`config.mk`:
```
export PLATFORM = sky130hd
export DESIGN_NAME = adder_result_fifo
export DESIGN_NICKNAME = d
export VERILOG_FILES = /design/src/rtl/adder_result_fifo.sv
export SDC_FILE = /design/constraint.sdc
export NUM_CORES = 1
export LEC_CHECK = 0
export ABC_CLOCK_PERIOD_IN_PS = 1910
export CAP_MARGIN = 0
export CORE_MARGIN = 4
export CORE_UTILIZATION = 30
export CTS_BUF_LIST = sky130_fd_sc_hd__clkbuf_16
export CTS_CLUSTER_DIAMETER = 80
export DETAILED_ROUTE_END_ITERATION = 8
export PLACE_DENSITY = 0.62
export RECOVER_POWER = 25
export SYNTH_ARGS = -nofsm -noshare
export SYNTH_HDL_FRONTEND = slang
export SYNTH_SLANG_ARGS = --single-unit
```
`constraint.sdc`:
```
create_clock -name CLK -period 1.91 [get_ports CLK]
set_input_delay 0.2865 -clock CLK [delete_from_list [all_inputs] [get_ports CLK]]
set_output_delay 0.2865 -clock CLK [all_outputs]
set_load 0.02 [all_outputs]
```
`src/rtl/adder_result_fifo.sv`:
```
// Capture FIFO for {COUT,SUM} adder results, plus a saturating carry-out counter.
// Latency: a result pushed into an empty FIFO is on OUT_DATA one edge later; no bypass.
// Backpressure: IN_READY drops while all DEPTH entries are held; a pop frees the slot from the next cycle.
module adder_result_fifo #(
    parameter int DEPTH = 4,
    parameter int CNT_W = 8
) (
    input  logic                   CLK,
    input  logic                   RST,
    input  logic [0:3]             SUM,
    input  logic                   COUT,
    input  logic                   IN_VALID,
    output logic                   IN_READY,
    output logic [0:4]             OUT_DATA,
    output logic                   OUT_VALID,
    input  logic                   OUT_READY,
    output logic [0:$clog2(DEPTH)] LEVEL,
    output logic [0:CNT_W-1]       CARRY_CNT,
    input  logic                   CLR_CNT
);

    // Pointer width and occupancy width (occupancy needs one more bit to hold DEPTH).
    localparam int AW = $clog2(DEPTH);
    localparam int LW = AW + 1;

    localparam logic [LW-1:0]    LVL_FULL  = LW'(DEPTH);
    localparam logic [LW-1:0]    LVL_EMPTY = '0;
    localparam logic [CNT_W-1:0] CNT_MAX   = '1;

    // One captured adder result; cout lands on OUT_DATA[0], sum MSB on OUT_DATA[1].
    typedef struct packed {
        logic       cout;
        logic [3:0] sum;
    } result_t;

    result_t          in_dat;
    result_t          out_dat;
    result_t          mem [DEPTH];

    logic [AW-1:0]    wr_ptr;
    logic [AW-1:0]    rd_ptr;
    logic [LW-1:0]    level;
    logic [CNT_W-1:0] carry_cnt;

    logic             in_rdy;
    logic             out_vld;
    logic             push;
    logic             pop;

    assign in_dat = '{cout: COUT, sum: SUM};

    // Handshake flags come straight from the registered occupancy, so there is
    // no combinational path from the input side to the output side.
    assign in_rdy  = (level != LVL_FULL);
    assign out_vld = (level != LVL_EMPTY);

    assign push = IN_VALID  & in_rdy;
    assign pop  = out_vld   & OUT_READY;

    // Storage write; entries are cleared on reset so OUT_DATA reads zero afterwards.
    always_ff @(posedge CLK or posedge RST) begin
        if (RST) begin
            for (int i = 0; i < DEPTH; i++) begin
                mem[i] <= '0;
            end
        end else if (push) begin
            mem[wr_ptr] <= in_dat;
        end
    end

    // Write/read pointers; DEPTH is a power of two so they wrap by natural overflow.
    always_ff @(posedge CLK or posedge RST) begin
        if (RST) begin
            wr_ptr <= '0;
            rd_ptr <= '0;
        end else begin
            if (push) begin
                wr_ptr <= wr_ptr + AW'(1);
            end
            if (pop) begin
                rd_ptr <= rd_ptr + AW'(1);
            end
        end
    end

    // Occupancy counter; push and pop on the same edge cancel out.
    always_ff @(posedge CLK or posedge RST) begin
        if (RST) begin
            level <= '0;
        end else begin
            case ({push, pop})
                2'b10:   level <= level + LW'(1);
                2'b01:   level <= level - LW'(1);
                default: level <= level;
            endcase
        end
    end

    // Saturating count of accepted results with a carry-out; clear beats increment.
    always_ff @(posedge CLK or posedge RST) begin
        if (RST) begin
            carry_cnt <= '0;
        end else if (CLR_CNT) begin
            carry_cnt <= '0;
        end else if (push && COUT && (carry_cnt != CNT_MAX)) begin
            carry_cnt <= carry_cnt + CNT_W'(1);
        end
    end

    // Head of the queue is always the entry under the read pointer.
    assign out_dat = mem[rd_ptr];

    assign IN_READY  = in_rdy;
    assign OUT_VALID = out_vld;
    assign OUT_DATA  = out_dat;
    assign LEVEL     = level;
    assign CARRY_CNT = carry_cnt;

endmodule
```
==> results.sh <==
export IMPL_maxSlewViolCount=0
export IMPL_grt_max_degree=36
export IMPL_fin_worst_skew_ps=4.25
export IMPL_core_area_um2=5510
export IMPL_worstSkewPairLatency_ps=270
export IMPL_drtIter0Drc=26
export IMPL_ant_nets=0
export IMPL_synth_most_common_cell="dfrtp_1"
export IMPL_synth_cell_types=33
export IMPL_synth_area_um2=1700
export IMPL_period_share_pct=95.9
export IMPL_globalRouteTotalUtil_pct=10.8
export IMPL_ir_drop_v=0.000867
export IMPL_final_hold_viol_count=0
export IMPL_holdPathStages=1
export IMPL_dr_pass1_iters=4
export IMPL_cts_root_buf="clkbuf_16"
export IMPL_clkTransAtPathRegs_ps=50
export IMPL_finalNetCount=200
export IMPL_gp_congestion=0.836
export IMPL_final_core_util_pct=43.3
export IMPL_worstRegToRegCells=8
export IMPL_synth_async_reset_ratio_pct=100
export IMPL_critPathMaxFanout=4
export IMPL_hpwl_um=2590
export IMPL_nFillCells=537
export IMPL_dieWidth_um=83.4
export IMPL_yosysWarnings=0
export IMPL_vias_per_cell=4.76
export IMPL_area_growth_pct=40.0
export IMPL_fmax_mhz=546
export IMPL_critPathLaunch="LEVEL[1]"
export IMPL_status="completed"
export IMPL_yosys_top_cells_count="dfrtp_1, mux2_2, nand2_1"
export IMPL_layout_drive_gt1_share_pct=35.9
export IMPL_cts_sinks=35
export IMPL_cp_start_kind="flop"
export IMPL_clockBufferDepth=2
export IMPL_grt_pass1_wl_um=6080
export IMPL_antenna_found_initial=0
export IMPL_grt_pass1_vias=1299
export IMPL_io_pins=28
export IMPL_reg2reg_to="LEVEL[0]"
export IMPL_die_y_um=83.4
export IMPL_portBuffers=27
export IMPL_htree_num_levels=2
export IMPL_crit_slowest_cell="dfrtp_2"
export IMPL_vias=1219
export IMPL_slew_headroom_pct=42.5
export IMPL_leakagePower_nw=1.03
export IMPL_r2r_start="LEVEL[1]"
export IMPL_worstSetupPathType="reg2reg"
export IMPL_path_cells="or3_4, and2_4, ha_4, inv_2, fa_2, xor2_1, nor2_1, xor2_1"
export IMPL_row_count=27
export IMPL_p_per_area_nw_per_um2=1580
export IMPL_drcViolationCount=0
export IMPL_crit_path_frequent_cell="xor2_1"
export IMPL_critPathArrivalTime_ps=1990
export IMPL_wl_um=3540
export IMPL_syn_num_nets=151
export IMPL_min_period_ps=1830
export IMPL_hp_class="reg2reg"
export IMPL_synth_edff_count=0
export IMPL_tightest_slew_ps=862
export IMPL_required_ps=2060
export IMPL_hp_start="LEVEL[0]"
export IMPL_cts_buffers=5
export IMPL_ys_seq_elements=35
export IMPL_holdPathEnd="LEVEL[0]"
export IMPL_initial_utilization_pct=30.9
export IMPL_ys_top_cells_by_area="dfrtp_1, mux2_2, mux4_2"
export IMPL_diodes=0
export IMPL_yosysSeqAreaShare_pct=51.4
export IMPL_grt_overflow=0
export IMPL_synth_top_area_share_pct=51.4
export IMPL_synth_top_cell_by_area="dfrtp_1"
export IMPL_die_area_um2=6950
export IMPL_rrSetupSlack_ps=80
export IMPL_synth_cells=134
export IMPL_setup_viol_count_final=0
export IMPL_critPathMaxStageDelay_ps=440
export IMPL_ys_flop_type="dfrtp_1"
export IMPL_synth_avg_cell_area_um2=12.7
export IMPL_setup_ws_ps=79.0
export IMPL_crit_path_end_kind="flop"
export IMPL_tritoncts="yes"
export IMPL_drv_cap=0
export IMPL_dp_slack_ps=-53.9
export IMPL_wl_per_cell_um=13.8
==> power breakdown <==
group | internal (mW) | switching [mW] | leakage (nW) | total (mW)
clock network | 0.614 | 0.291 | 0.0838 | 0.904
registers | 1.06 | 0.242 | 0.427 | 1.30
logic | 0.891 | 0.666 | 0.517 | 1.56
==> flip-flops by register name (all words and copies together) (netlist names) <==
register / cells
LEVEL: 3
wr_ptr: 2
mem: 20
CARRY_CNT: 8
rd_ptr: 2
==> critical path: cells and delay by family, from the launching register on <==
family                   cells  cell delay (ps)
adder cells (fa/ha/maj)      2              340
flip-flops                   1              440
XOR/XNOR                     2              290
buffers and inverters        1               50
AND/OR/NAND/NOR              3              610
==> per-stage QoR <==
| step | cell area (µm²) | TNS [ps] | total power [mW] | hold slack (ps) | instances |
|---|---|---|---|---|---|
| 6_report | 2390 | 0 | 3.76 | 494 | 256 |
| 5_1_grt | 2390 | -3.04 | 4.01 | 512 | 256 |
| 4_1_cts | 2340 | 0 | 3.71 | 418 | 250 |
| 3_5_place_dp | 2180 | -123 | 2.87 | 487 | 242 |
| 3_3_place_gp | 2180 | -57.6 | 2.79 | 482 | 242 |
| 2_1_floorplan | 1740 | -94.1 | 2.29 | 437 | 134 |
==> repair_timing <==
| item | CTS | global route |
|---|---|---|
| gates resized for setup | 8 | 7 |
| hold buffers | 0 | 0 |
| buffers inserted | 0 | 6 |
| pin swaps | 0 | 7 |
| hold endpoints to repair | 0 | 0 |
| endpoints found under the setup margin | 7 | 7 |
==> layout make-up <==
cell class / count / area, µm² / share of cell area (%)
tap: 72 / 90.1 / 3.78
clock buffer: 5 / 125 / 5.24
multi-input combinational: 86 / 810 / 33.9
timing repair buffer: 46 / 403 / 16.9
sequential: 35 / 881 / 36.9
inverter: 9 / 33.8 / 1.42
clock inverter: 3 / 43.8 / 1.84
==> cells by family (layout without fill, tap and decap cells) <==
group           count (synthesis)  after routing  share of synthesized area, %
flops                          35             35                          51.4
simple gates                   30             30                          9.69
mux                            27             27                          21.0
compound gates                 15             15                          5.80
buf+inv                        13             63                          2.94
fa+ha+maj                       7              7                          5.58
xor+xnor                        7              7                          3.60
==> cells in the final DEF (no fill, tap or decap), types with 2 or more instances in the layout <==
cell type        Yosys  layout
inv_1                9       7
or3_4                1       2
clkbuf_16            0       5
mux4_2               5       5
mux2_2              20      20
mux2i_1              2       2
dfrtp_1             35      31
xnor2_1              4       4
and3_1               2       2
a21oi_1              2       2
inv_2                0       2
dfrtp_2              0       4
o21ai_0              4       4
a31oi_1              2       2
dlygate4sd2_1        0       2
a211oi_1             3       3
ha_1                 6       5
nand2_1             10      10
buf_4                0      18
clkbuf_2             0       2
xor2_1               3       3
clkdlybuf4s50_1      0      19
nor2_1               6       6
clkdlybuf4s15_1      0       4
==> how the worst max path moves through the flow <==
stage | endpoint
finish | LEVEL[0]
global route | LEVEL[0]
CTS | OUT_DATA[0]
detailed placement | CARRY_CNT[2]
global placement | LEVEL[0]
floorplan | LEVEL[0]
==> per-layer routing <==
layer / track usage [%] / wire [µm] / part of all wire, %
met1: 14.0 / 1600 / 45
met2: 17.0 / 1710 / 48
met3: 3.67 / 187 / 5.3
met4: 3.12 / 32 / 0.91
met5: 0 / 0 / 0
Power figures use the tool's default switching activity.
